<file path="src/rtl/dvp_transmitter.sv">
// dvp_transmitter: turns an upstream ready/valid pixel stream into a camera-style DVP stream.
//
// Parameters
//   H_ACTIVE     : pixel strobes per line with hsync high (1..8191)
//   H_BLANK      : strobes per line with hsync low (>=1)
//   V_ACTIVE     : lines per frame with vsync high (1..4095)
//   V_BLANK      : line-times with vsync low between frames (>=1)
//   PIXEL_PERIOD : clk cycles per pixel strobe (>=1)
//
// Ports
//   clk_in        : system clock, rising edge
//   rst_n_in      : asynchronous active-low reset
//   enable_in     : permits starting a new frame (sampled at IDLE exit and at end of frame)
//   valid_in      : upstream pixel available
//   pixel_in      : upstream pixel
//   ready_out     : accept strobe; transfer when ready_out && valid_in
//   valid_out     : one-cycle DVP pixel strobe, one per tick in every state
//   pixel_out     : DVP pixel data (zero during blanking and on underflow)
//   hsync_out     : high while the line is active
//   vsync_out     : high while the frame is active
//   underflow_out : sticky; set when an active pixel was needed but valid_in was low

module dvp_transmitter #(
    parameter int unsigned H_ACTIVE     = 1280,
    parameter int unsigned H_BLANK      = 8,
    parameter int unsigned V_ACTIVE     = 720,
    parameter int unsigned V_BLANK      = 2,
    parameter int unsigned PIXEL_PERIOD = 1
) (
    input  logic        clk_in,
    input  logic        rst_n_in,
    input  logic        enable_in,
    input  logic        valid_in,
    input  logic [15:0] pixel_in,
    output logic        ready_out,
    output logic        valid_out,
    output logic [15:0] pixel_out,
    output logic        hsync_out,
    output logic        vsync_out,
    output logic        underflow_out
);

    localparam int unsigned DivW = (PIXEL_PERIOD > 1) ? $clog2(PIXEL_PERIOD) : 1;

    localparam logic [DivW-1:0] DivLast  = DivW'(PIXEL_PERIOD - 1);
    localparam logic [25:0]     VbLast   = 26'(V_BLANK * (H_ACTIVE + H_BLANK) - 1);
    localparam logic [12:0]     HActLast = 13'(H_ACTIVE - 1);
    localparam logic [12:0]     HBlkLast = 13'(H_BLANK - 1);
    localparam logic [11:0]     VActLast = 12'(V_ACTIVE - 1);

    typedef enum logic [1:0] {
        StIdle,
        StVblank,
        StActive,
        StHblank
    } state_e;

    state_e          state_q, state_d;
    logic [DivW-1:0] div_q, div_d;
    logic [12:0]     hcnt_q, hcnt_d;
    logic [11:0]     line_q, line_d;
    logic [25:0]     vb_q, vb_d;
    logic            valid_q, valid_d;
    logic [15:0]     pixel_q, pixel_d;
    logic            hsync_q, hsync_d;
    logic            vsync_q, vsync_d;
    logic            underflow_q, underflow_d;
    logic            tick;

    // Free-running divider: sets the pclk rate regardless of FSM state.
    assign tick  = (div_q == DivLast);
    assign div_d = tick ? '0 : div_q + 1'b1;

    // Only registered state feeds ready_out, so upstream can never form a comb loop through it.
    assign ready_out = tick && (state_q == StActive);

    always_comb begin
        state_d     = state_q;
        hcnt_d      = hcnt_q;
        line_d      = line_q;
        vb_d        = vb_q;
        valid_d     = 1'b0;
        pixel_d     = pixel_q;
        hsync_d     = hsync_q;
        vsync_d     = vsync_q;
        underflow_d = underflow_q;

        if (tick) begin
            // The strobe launched now describes the state this tick was spent in.
            valid_d = 1'b1;
            hsync_d = (state_q == StActive);
            vsync_d = (state_q == StActive) || (state_q == StHblank);
            pixel_d = 16'h0000;
            if (state_q == StActive) begin
                if (valid_in) begin
                    pixel_d = pixel_in;
                end else begin
                    underflow_d = 1'b1;
                end
            end

            case (state_q)
                StIdle: begin
                    if (enable_in) begin
                        state_d = StVblank;
                        vb_d    = '0;
                    end
                end
                StVblank: begin
                    if (vb_q == VbLast) begin
                        state_d = StActive;
                        vb_d    = '0;
                        hcnt_d  = '0;
                        line_d  = '0;
                    end else begin
                        vb_d = vb_q + 26'd1;
                    end
                end
                StActive: begin
                    if (hcnt_q == HActLast) begin
                        state_d = StHblank;
                        hcnt_d  = '0;
                    end else begin
                        hcnt_d = hcnt_q + 13'd1;
                    end
                end
                StHblank: begin
                    if (hcnt_q == HBlkLast) begin
                        hcnt_d = '0;
                        if (line_q == VActLast) begin
                            // End of frame: the only point besides IDLE where enable matters.
                            line_d = '0;
                            if (enable_in) begin
                                state_d = StVblank;
                                vb_d    = '0;
                            end else begin
                                state_d = StIdle;
                            end
                        end else begin
                            line_d  = line_q + 12'd1;
                            state_d = StActive;
                        end
                    end else begin
                        hcnt_d = hcnt_q + 13'd1;
                    end
                end
                default: state_d = StIdle;
            endcase
        end
    end

    always_ff @(posedge clk_in or negedge rst_n_in) begin
        if (!rst_n_in) begin
            state_q     <= StIdle;
            div_q       <= '0;
            hcnt_q      <= '0;
            line_q      <= '0;
            vb_q        <= '0;
            valid_q     <= 1'b0;
            pixel_q     <= 16'h0000;
            hsync_q     <= 1'b0;
            vsync_q     <= 1'b0;
            underflow_q <= 1'b0;
        end else begin
            state_q     <= state_d;
            div_q       <= div_d;
            hcnt_q      <= hcnt_d;
            line_q      <= line_d;
            vb_q        <= vb_d;
            valid_q     <= valid_d;
            pixel_q     <= pixel_d;
            hsync_q     <= hsync_d;
            vsync_q     <= vsync_d;
            underflow_q <= underflow_d;
        end
    end

    assign valid_out     = valid_q;
    assign pixel_out     = pixel_q;
    assign hsync_out     = hsync_q;
    assign vsync_out     = vsync_q;
    assign underflow_out = underflow_q;

endmodule

</file>
<file path="config.mk">
export PLATFORM = sky130hd
export DESIGN_NAME = dvp_transmitter
export DESIGN_NICKNAME = d
export VERILOG_FILES = /design/src/rtl/dvp_transmitter.sv
export SDC_FILE = /design/constraint.sdc
export NUM_CORES = 1
export LEC_CHECK = 0
export ABC_AREA = 1
export BUFFER_PORTS_ARGS = -buffer_cell sky130_fd_sc_hd__buf_2
export CORE_MARGIN = 2
export CORE_UTILIZATION = 54
export DETAILED_ROUTE_END_ITERATION = 12
export PLACE_DENSITY_LB_ADDON = 0.12
export SLEW_MARGIN = 20
export SYNTH_ARGS = -nofsm -noshare
export SYNTH_HDL_FRONTEND = slang
export SYNTH_SLANG_ARGS = --single-unit
export TNS_END_PERCENT = 20
</file>
<file path="constraint.sdc">
create_clock -name clk_in -period 1.7 [get_ports clk_in]
set_clock_uncertainty 0.2 [all_clocks]
set_input_delay 0.085 -clock clk_in [delete_from_list [all_inputs] [get_ports clk_in]]
set_output_delay 0.085 -clock clk_in [all_outputs]
set_load 0.02 [all_outputs]
</file>
# After elaboration in Yosys (flattened, before gate mapping)
# Index checks and enable logic that the tools add are counted.
# W data, S select, Z words.
op_classes:
  add_sub_neg: 4
  eq_ne: 12
  mux: 24
  bitwise_logic: 2
  n_reduce_logical: 11
op_table:
  columns: ["operator", "n"]
  rows:
  - ["$mux W26", 4]
  - ["$pmux W26 S3", 1]
  - ["$mux W13", 3]
  - ["$pmux W13 S3", 1]
  - ["$mux W12", 3]
  - ["$mux W16", 2]
  - ["$add A26 B1 Y26 const B", 1]
  - ["$eq A26 B12 Y1 const B", 1]
  - ["$pmux W12 S2", 1]
  - ["$add A13 B1 Y13 const B", 1]
  - ["$eq A13 B11 Y1 const B", 1]
  - ["$eq A13 B3 Y1 const B", 1]
  - ["$add A12 B1 Y12 const B", 1]
  - ["$eq A12 B10 Y1 const B", 1]
  - ["$mux W2", 5]
  - ["$pmux W2 S4", 1]
  - ["$reduce_and A4 Y1", 2]
  - ["$ne A2 B1 Y1 const B", 3]
  - ["$reduce_and A3 Y1", 2]
  - ["$reduce_bool A3 Y1", 2]
  - ["$reduce_and A5 Y1", 1]
  - ["$eq A2 B2 Y1 const B", 2]
  - ["$ne A2 B2 Y1 const B", 2]
  - ["$mux W1", 3]
  - ["7 further kinds", 8]
word_totals:
  register_bits: 74
  out_inout_bits: 21
  elab_cells: 63

# Longest topological paths before layout
# Gate-level depths: netlist of the first run.
depth:
  depth_word: 4
  ltp_mapped: 12
  ltp_nobuf: 11

# Worst setup path after synthesis of the first run
# OpenSTA, ideal clock, no wires.
synth_timing:
  path_kind: "register to register"
  start: "register vb_q[0]"
  end: "register line_q[6]"
  setup_ps: 117
  arrival_time_ps: 1491
  t_required_ps: 1383
  path_slack_ps: -107
  stages_incl_launch_ff: 12
  path_cell_list: "dfrtp_1 > ha_1 > nand2_2 > nor2_4 > nand3_2 > nor2_4 > nand2_4 > nand2_4 > buf_6 > inv_2 > nand2_1 > nand2_1"
synth_via:
  elab_chain_len: 3
synth_lines:
  columns: ["item", "line_no", "text"]
  rows:
  - ["start: declaration", "62", "logic [25:0] vb_q, vb_d;"]
  - ["start signal: assignment", "169", "vb_q <= vb_d;"]
  - ["$eq A26 B12 Y1", "110", "if (vb_q == VbLast) begin"]
  - ["$ne A2 B2 Y1 (no line)", null, null]
  - ["$reduce_and A4 Y1 (no line)", null, null]
  - ["end signal: assignment", "168", "line_q <= line_d;"]
  - ["end: declaration", "61", "logic [11:0] line_q, line_d;"]
# No other way between the ends.
# A chain may end at the register's enable or synchronous reset.

# Worst setup path after layout of the first run
layout_timing:
  start: "register hcnt_q[7]"
  end: "register vb_q[4]"
layout_via:
  elab_chain_len: 3
layout_lines:
  columns: ["item", "line_no", "text"]
  rows:
  - ["start: declaration", "60", "logic [12:0] hcnt_q, hcnt_d;"]
  - ["start signal: assignment", "167", "hcnt_q <= hcnt_d;"]
  - ["$eq A13 B3 Y1", "128", "if (hcnt_q == HBlkLast) begin"]
  - ["$ne A2 B1 Y1 (no line)", null, null]
  - ["$reduce_and A4 Y1 (no line)", null, null]
# No other way between the ends.

==> impl_table.tex, run 1 <==
\begin{tabular}{lr}
\hline
Metric & Value \\
\hline
\multicolumn{2}{l}{\textbf{Run status}} \\
Run status & finished with violations \\
Violations in the final reports & negative setup slack \\
\multicolumn{2}{l}{\textbf{Timing}} \\
Actual transition at the worst max-transition pin & 630 ps \\
Final Setup Violations & 54 \\
Maximum frequency from static timing analysis & 507 MHz \\
RSZ-0062 raised after global routing & yes \\
Count of endpoints failing hold in the final timing report & 0 \\
Post-layout worst setup margin & -271 ps \\
Relative slew margins & 57.8\% \\
Min Tclk post-route & 1970 ps \\
Portion of the clock cycle consumed by the worst path in the final layout & 116\% \\
Final number of max-transition violations & 0 \\
\multicolumn{2}{l}{\textbf{Route}} \\
Vias & 5119 \\
Post-DRT Antenna Nets & 0 \\
Via-to-Cell Ratio & 5.62 \\
Count of routing violations after the opening detailed-route iteration & 440 \\
Routed WL per cell & 16.9 um \\
DRC violation count after routing & 0 \\
Total wire length after detailed routing & 15.4 mm \\
Number of iterations in the first detailed-routing pass & 5 \\
\multicolumn{2}{l}{\textbf{Setup path}} \\
Critical path data arrival time & 2030 ps \\
Cell-by-cell trace of the critical path & nor2\_1 -> nand2\_1 -> nor2\_4 -> nand2\_2 -> nand2\_4 -> nand4\_4 -> clkbuf\_16 -> nand2\_1 -> nand2\_1 \\
Endpoint class of the critical path & flop \\
Required time of the critical path & 1760 ps \\
Worst path buffer plus inverter count & 1 \\
Biggest cell delay along the critical path & 470 ps \\
WS Path Type & reg2reg \\
Slack of the worst reg-to-reg path & -270 ps \\
CP max stage cell & dfrtp\_1 \\
Dominant cell type by count on the critical path & nand2\_1 \\
Worst Path Max Fanout & 6 \\
Crit path launch type & flop \\
Family of cells with the greatest summed delay on the critical path & simple AND/OR/NAND/NOR gates \\
\multicolumn{2}{l}{\textbf{Yosys}} \\
Main area contributors after synthesis & dfrtp\_1, nand2\_1, nor2\_1 \\
Fraction of synthesis flops using an asynchronous set or reset pin & 100\% \\
Total nets after synthesis & 660 \\
Number of cells produced by synthesis & 637 \\
Number of enable flip-flop cells after synthesis & 0 \\
Fraction of the yosys area taken by sequential cells & 41.6\% \\
\#FFs+latches synth & 73 \\
Post-synthesis cell area & 4390 sq um \\
Post-synth top cells & nand2\_1, nor2\_1, dfrtp\_1 \\
Area fraction of the dominant cell type after synthesis & 41.6\% \\
Ys flop type & dfrtp\_1 \\
Distinct cell type count of the synthesized netlist & 32 \\
Library cell with the highest instance count after synthesis & nand2\_1 \\
Ys Warns & 0 \\
Yosys top cell by area & dfrtp\_1 \\
Avg Inst Size Synth & 6.89 sq um \\
\multicolumn{2}{l}{\textbf{Placed design}} \\
Post-detailed-placement cell area & 5280 sq um \\
Buffers added on ports & 40 \\
Number of placed instances, taps included & 843 \\
GPL Wtd Cong & 0.908 \\
Post-placement worst setup slack & -130 ps \\
Dpl hpwl & 8.54 mm \\
\multicolumn{2}{l}{\textbf{Cells and area}} \\
Growth of design area from synthesis to finish & 41.2\% \\
Number of fillers in the final layout & 494 \\
Post-Layout Inst Area & 6200 sq um \\
Ant diodes & 0 \\
Total area of multi-input combinational cells & 2420 sq um \\
Non-filler instance count after layout & 911 \\
Total number of nets in the final design & 827 \\
Storage cell area & 1830 sq um \\
Fraction of layout cells with a size suffix above 1 & 26.6\% \\
\multicolumn{2}{l}{\textbf{Pwr}} \\
Leakage power summed over all cells & 3.11 nW \\
Switching share of total power & 24.9\% \\
Relative contribution of the clock network to total power & 46.3\% \\
Share of total power in combinational logic & 4.7\% \\
Sw Pwr & 0.882 mW \\
Peak supply drop & 0.000553 V \\
Sequential Power Share & 49.0\% \\
Int Power & 2.67 mW \\
Cell area power density & 572 nW/um\^{}2 \\
\multicolumn{2}{l}{\textbf{Clock network}} \\
Number of H-tree levels & 3 \\
Post-CTS clock slew at the launch and capture registers of the worst setup and hold paths & 100 ps \\
Clk Latency, worst-skew pair & 370 ps \\
Number of buffers created by CTS & 9 \\
TritonCTS clock tree & done \\
CTS root buffer & clkbuf\_8 \\
Clock tree buffer depth & 2 \\
Count of clock tree sinks & 73 \\
\multicolumn{2}{l}{\textbf{Floorplanning}} \\
Count of standard-cell rows & 32 \\
Die outline width & 94.2 um \\
Die height & 94.2 um \\
Boundary Pins & 41 \\
Die footprint & 8870 sq um \\
Core footprint & 7810 sq um \\
Starting density of the core & 56.3\% \\
\multicolumn{2}{l}{\textbf{Global routing}} \\
Total congestion overflow after global routing & 0 \\
Maximum number of pins on one net before global-route repair & 29 \\
Overall Global Routing Usage & 34.9\% \\
Number of global-route vias before repair & 4890 \\
Wire length of the first global-routing pass & 23.9 mm \\
Antenna violations before repair & 0 \\
\multicolumn{2}{l}{\textbf{Run}} \\
MaxCap Viol Count & 0 \\
\multicolumn{2}{l}{\textbf{Min path}} \\
Worst min path class & in2async \\
\hline
\end{tabular}
==> path summary, 6_finish.rpt <==
check                           cells past startpoint                   from                   end
worst max-delay path                                9  hcnt_q[7]$_DFFE_PN0P_   vb_q[4]$_DFFE_PN0P_
worst min register to register                      2   vb_q[24]$_DFFE_PN0P_  vb_q[24]$_DFFE_PN0P_
worst max register to register                      9  hcnt_q[7]$_DFFE_PN0P_   vb_q[4]$_DFFE_PN0P_
max in group asynchronous                           3               rst_n_in   vb_q[5]$_DFFE_PN0P_
worst min-delay path                                3               rst_n_in  vb_q[17]$_DFFE_PN0P_
min in group clk_in                                 2   vb_q[24]$_DFFE_PN0P_  vb_q[24]$_DFFE_PN0P_
==> area by class of cell <==
cell class,count,share of cell area (%)
Clock buffer,9,2.00
Clock inverter,7,1.65
Inverter,63,3.89
Multi-Input combinational cell,488,39.0
Sequential cell,73,29.5
Tap cell,102,2.06
Timing Repair Buffer,169,21.9
==> logic make-up (layout without fill, tap and decap cells) <==
logic type                 count (synthesis)  after routing  share of synthesized area (%)
and+or+nand+nor                          434            435                           43.0
buffers and inverters                     77            248                           7.52
DFF                                       73             73                           41.6
AOI/OAI and AO/OA                         41             41                           5.36
xor gates and xnor gates                   8              8                           1.60
adders and majority gates                  3              3                          0.855
other                                      1              1                         0.0854
==> routing by layer <==
metal  vias to the layer above  track usage, %  part of all wire (%)  routed length [um]
li1                       2344               -                     -                   -
met1                      2351            46.0                    39                6030
met2                       350            57.7                    47                7200
met3                        74            5.86                    10                1540
met4                         0            12.9                   3.9                 606
met5                         -               0                     0                   0
==> stage by stage <==
stage / util (%) / hold slack, ps / total power [mW] / setup TNS [ps]
6_report: 79.4 / 35.2 / 3.55 / -7160
3_3_place_gp: 67.6 / -155 / 1.86 / -189
4_1_cts: 76.3 / -38.7 / 3.50 / -145
2_1_floorplan: - / -411 / 1.79 / -722
3_5_place_dp: 67.6 / -149 / 1.86 / -2210
5_1_grt: 79.4 / 60.6 / 3.62 / -13110
==> what timing repair did <==
item                                   in CTS  in global routing
setup endpoints to repair                  52                 64
endpoints found under the hold margin      91                 12
gates resized for setup                    23                 35
pin swaps                                  11                 14
hold buffers                               36                  2
cloned                                      1                  3
buffers inserted                            7                  4
==> state kept, by name, indices dropped and copies added, names as in the netlist <==
name           count
vb_q              26
vsync_out          1
state_q            2
hcnt_q            13
pixel_out         16
underflow_out      1
line_q            12
hsync_out          1
valid_out          1
==> power groups by stage <==
stage	combinational (mW)	clock [mW]	sequential, mW
after floorplan	0.0150	0	1.78
after global placement	0.0849	0	1.77
after detailed placement	0.0876	0	1.77
after CTS	0.151	1.61	1.74
after global routing	0.181	1.70	1.74
final	0.168	1.64	1.74
==> worst register-to-register path, stage by stage (launching register included) <==
cell,delay (ps)
dfrtp_1,470
nor2_1,150
nand2_1,110
nor2_4,130
nand2_2,110
nand2_4,100
nand4_4,190
clkbuf_16,230
nand2_1,70
nand2_1,90
==> layout by cell type (no fill, tap or decap), drive strengths merged, types with 2 or more instances in the layout <==
cell type,Yosys,layout
nand4,20,20
nor3,8,8
xor2,8,8
nor2,109,109
nand2,234,235
clkinv,0,2
clkbuf,6,12
dfrtp,73,73
inv,63,65
dlygate4sd3,0,37
nand3,56,56
o211ai,5,5
bufinv,0,2
buf,8,128
o21ai,28,28
ha,3,3
or2,5,5
o21bai,6,6
Power figures use the tool's default switching activity.
==> run 2, diff against run 1 <==
Settings changed: CORE_UTILIZATION 54 to 56, CTS_BUF_LIST set to sky130_fd_sc_hd__clkbuf_4 sky130_fd_sc_hd__clkbuf_8.
==> run 2 against run 1 <==
  * Largest cell class unchanged
  * Power rose by 4.0%
  * Sequential power about the same
  * Critical endpoint is now line_q[9]$_DFFE_PN0P_
  * Clock-buffer cell count unchanged
  * The flow still finishes with violations (negative setup slack)
==> impl_table.tex, run 2 (synthesis results as in run 1) <==
\begin{tabular}{lr}
\hline
Metric & Value \\
\hline
\multicolumn{2}{l}{\textbf{Run status}} \\
Run status & finished with violations \\
Violations in the final reports & negative setup slack \\
\multicolumn{2}{l}{\textbf{Placed design}} \\
Post-placement worst setup slack & -119 ps \\
Dpl hpwl & 8.72 mm \\
Post-detailed-placement cell area & 5300 sq um \\
GPL Wtd Cong & 0.935 \\
Buffers added on ports & 40 \\
\multicolumn{2}{l}{\textbf{Setup path}} \\
Worst Reg-to-Reg Cells & 10 \\
Slack of the worst reg-to-reg path & -120 ps \\
Endpoint class of the critical path & flop \\
Termination of the worst setup path & line\_q[9]\$\_DFFE\_PN0P\_ \\
Required time of the critical path & 1760 ps \\
Critical Path Source & vb\_q[15]\$\_DFFE\_PN0P\_ \\
WS Path Type & reg2reg \\
Worst Path Max Fanout & 10 \\
Crit path launch type & flop \\
Reg2reg end & line\_q[9]\$\_DFFE\_PN0P\_ \\
Launch point of the worst reg-to-reg path & vb\_q[15]\$\_DFFE\_PN0P\_ \\
Critical path data arrival time & 1880 ps \\
\multicolumn{2}{l}{\textbf{Global routing}} \\
Wire length of the first global-routing pass & 23.7 mm \\
Total congestion overflow after global routing & 0 \\
Number of global-route vias before repair & 4940 \\
Antenna violations before repair & 0 \\
Overall Global Routing Usage & 35.6\% \\
Maximum number of pins on one net before global-route repair & 41 \\
\multicolumn{2}{l}{\textbf{Cells and area}} \\
Storage cell area & 1830 sq um \\
Largest register by flop count & vb\_q \\
Growth of design area from synthesis to finish & 44.2\% \\
Total area of multi-input combinational cells & 2540 sq um \\
Total number of nets in the final design & 827 \\
Most common cell after layout, fill and taps aside & nand2\_1 \\
Fraction of layout cells with a size suffix above 1 & 31.1\% \\
Commonest cells after routing, fill and taps aside & nand2\_1, nor2\_1, buf\_4, dfrtp\_1, inv\_1 \\
Max FFs per register & 26 \\
Ant diodes & 0 \\
Post-Layout Inst Area & 6330 sq um \\
Core Util, Final & 82.8\% \\
Number of fillers in the final layout & 449 \\
\multicolumn{2}{l}{\textbf{Floorplanning}} \\
Die height & 92.6 um \\
Die outline width & 92.6 um \\
Core footprint & 7650 sq um \\
Starting density of the core & 57.4\% \\
Boundary Pins & 41 \\
Count of standard-cell rows & 32 \\
Die footprint & 8570 sq um \\
\multicolumn{2}{l}{\textbf{Route}} \\
Count of routing violations after the opening detailed-route iteration & 447 \\
DRC violation count after routing & 0 \\
Via-to-Cell Ratio & 5.62 \\
Routed WL per cell & 16.9 um \\
Total wire length after detailed routing & 15.4 mm \\
Number of iterations in the first detailed-routing pass & 6 \\
Vias & 5123 \\
Post-DRT Antenna Nets & 0 \\
\multicolumn{2}{l}{\textbf{Pwr}} \\
Cell area power density & 583 nW/um\^{}2 \\
Leakage power summed over all cells & 3.24 nW \\
Switching share of total power & 23.8\% \\
Post-route total power & 3.69 mW \\
Sw Pwr & 0.878 mW \\
Share of total power in combinational logic & 4.3\% \\
Int Power & 2.81 mW \\
Relative contribution of the clock network to total power & 48.5\% \\
Peak supply drop & 0.000561 V \\
Sequential Power Share & 47.1\% \\
\multicolumn{2}{l}{\textbf{Min path}} \\
Worst min path class & reg2reg \\
Worst hold path stage count & 1 \\
\multicolumn{2}{l}{\textbf{Timing}} \\
RSZ-0062 raised after global routing & yes \\
Portion of the clock cycle consumed by the worst path in the final layout & 107\% \\
Maximum frequency from static timing analysis & 551 MHz \\
Min Tclk post-route & 1820 ps \\
Final Setup Violations & 54 \\
Post-layout worst setup margin & -116 ps \\
Final number of max-transition violations & 0 \\
Count of endpoints failing hold in the final timing report & 0 \\
\multicolumn{2}{l}{\textbf{Clock network}} \\
Clock tree buffer depth & 2 \\
Count of clock tree sinks & 73 \\
CTS root buffer & clkbuf\_8 \\
Clk Latency, worst-skew pair & 370 ps \\
Number of H-tree levels & 3 \\
Post-CTS clock slew at the launch and capture registers of the worst setup and hold paths & 100 ps \\
TritonCTS clock tree & done \\
Number of buffers created by CTS & 9 \\
\multicolumn{2}{l}{\textbf{Run}} \\
MaxCap Viol Count & 0 \\
\hline
\end{tabular}
[run 2: area by class of cell]
class | instances | share of cell area [%]
Inverter | 63 | 3.85
Sequential cell | 73 | 28.9
Clock inverter | 7 | 1.96
Clock buffer | 9 | 1.96
Timing Repair Buffer | 169 | 21.3
Tap cell | 102 | 2.01
Multi-Input combinational cell | 488 | 40.1
[run 2: timing repair]
item	4_1_cts	5_1_grt
hold buffers	36	1
setup buffers	7	6
endpoints found under the hold margin	91	17
pin swaps	16	8
cloned	1	2
resized for setup	29	73
setup endpoints to repair	53	72
[run 2: power by group through the flow]
stage / Sequential [mW] / Clock, mW / Combinational [mW]
after floorplan: 1.78 / 0 / 0.0150
final: 1.74 / 1.79 / 0.160
after global placement: 1.77 / 0 / 0.0854
after CTS: 1.74 / 1.74 / 0.150
after detailed placement: 1.77 / 0 / 0.0879
after global routing: 1.74 / 1.86 / 0.177
[run 2: how the worst min path moves through the flow]
stage	startpoint	endpoint	slack (ps)
2_1_floorplan	rst_n_in	hcnt_q[0]$_DFFE_PN0P_	-410
3_3_place_gp	rst_n_in	line_q[7]$_DFFE_PN0P_	-230
3_5_place_dp	rst_n_in	line_q[7]$_DFFE_PN0P_	-220
4_1_cts	rst_n_in	line_q[6]$_DFFE_PN0P_	50
5_1_grt	underflow_out$_DFFE_PN0P_	underflow_out$_DFFE_PN0P_	360
6_report	underflow_out$_DFFE_PN0P_	underflow_out$_DFFE_PN0P_	350
[run 2: metal layers]
layer / up-vias / share of wire (%) / global-route usage [%]
met5: - / 0 / 0
met4: 0 / 3.9 / 12.7
met3: 71 / 9.2 / 6.83
met2: 312 / 47 / 58.3
met1: 2394 / 40 / 47.4
li1: 2346 / - / -
[run 2: through the flow]
stage / hold WS (ps) / cells / setup TNS [ps]
6_report: 346 / 911 / -4100
4_1_cts: 49.5 / 903 / -392
2_1_floorplan: -411 / 637 / -722
5_1_grt: 362 / 911 / -8160
3_5_place_dp: -220 / 844 / -2670
3_3_place_gp: -225 / 844 / -1220
[run 2: worst max-delay path, cell delays in order (launching register included)]
cell     delay, ps
dfrtp_1        420
nor2_2         190
nand2_1        100
nor2_2         160
nand2_2         90
nor2_4         140
nand2_4        130
nand2_8        140
inv_4           50
nand2_1         50
nand2_1         40
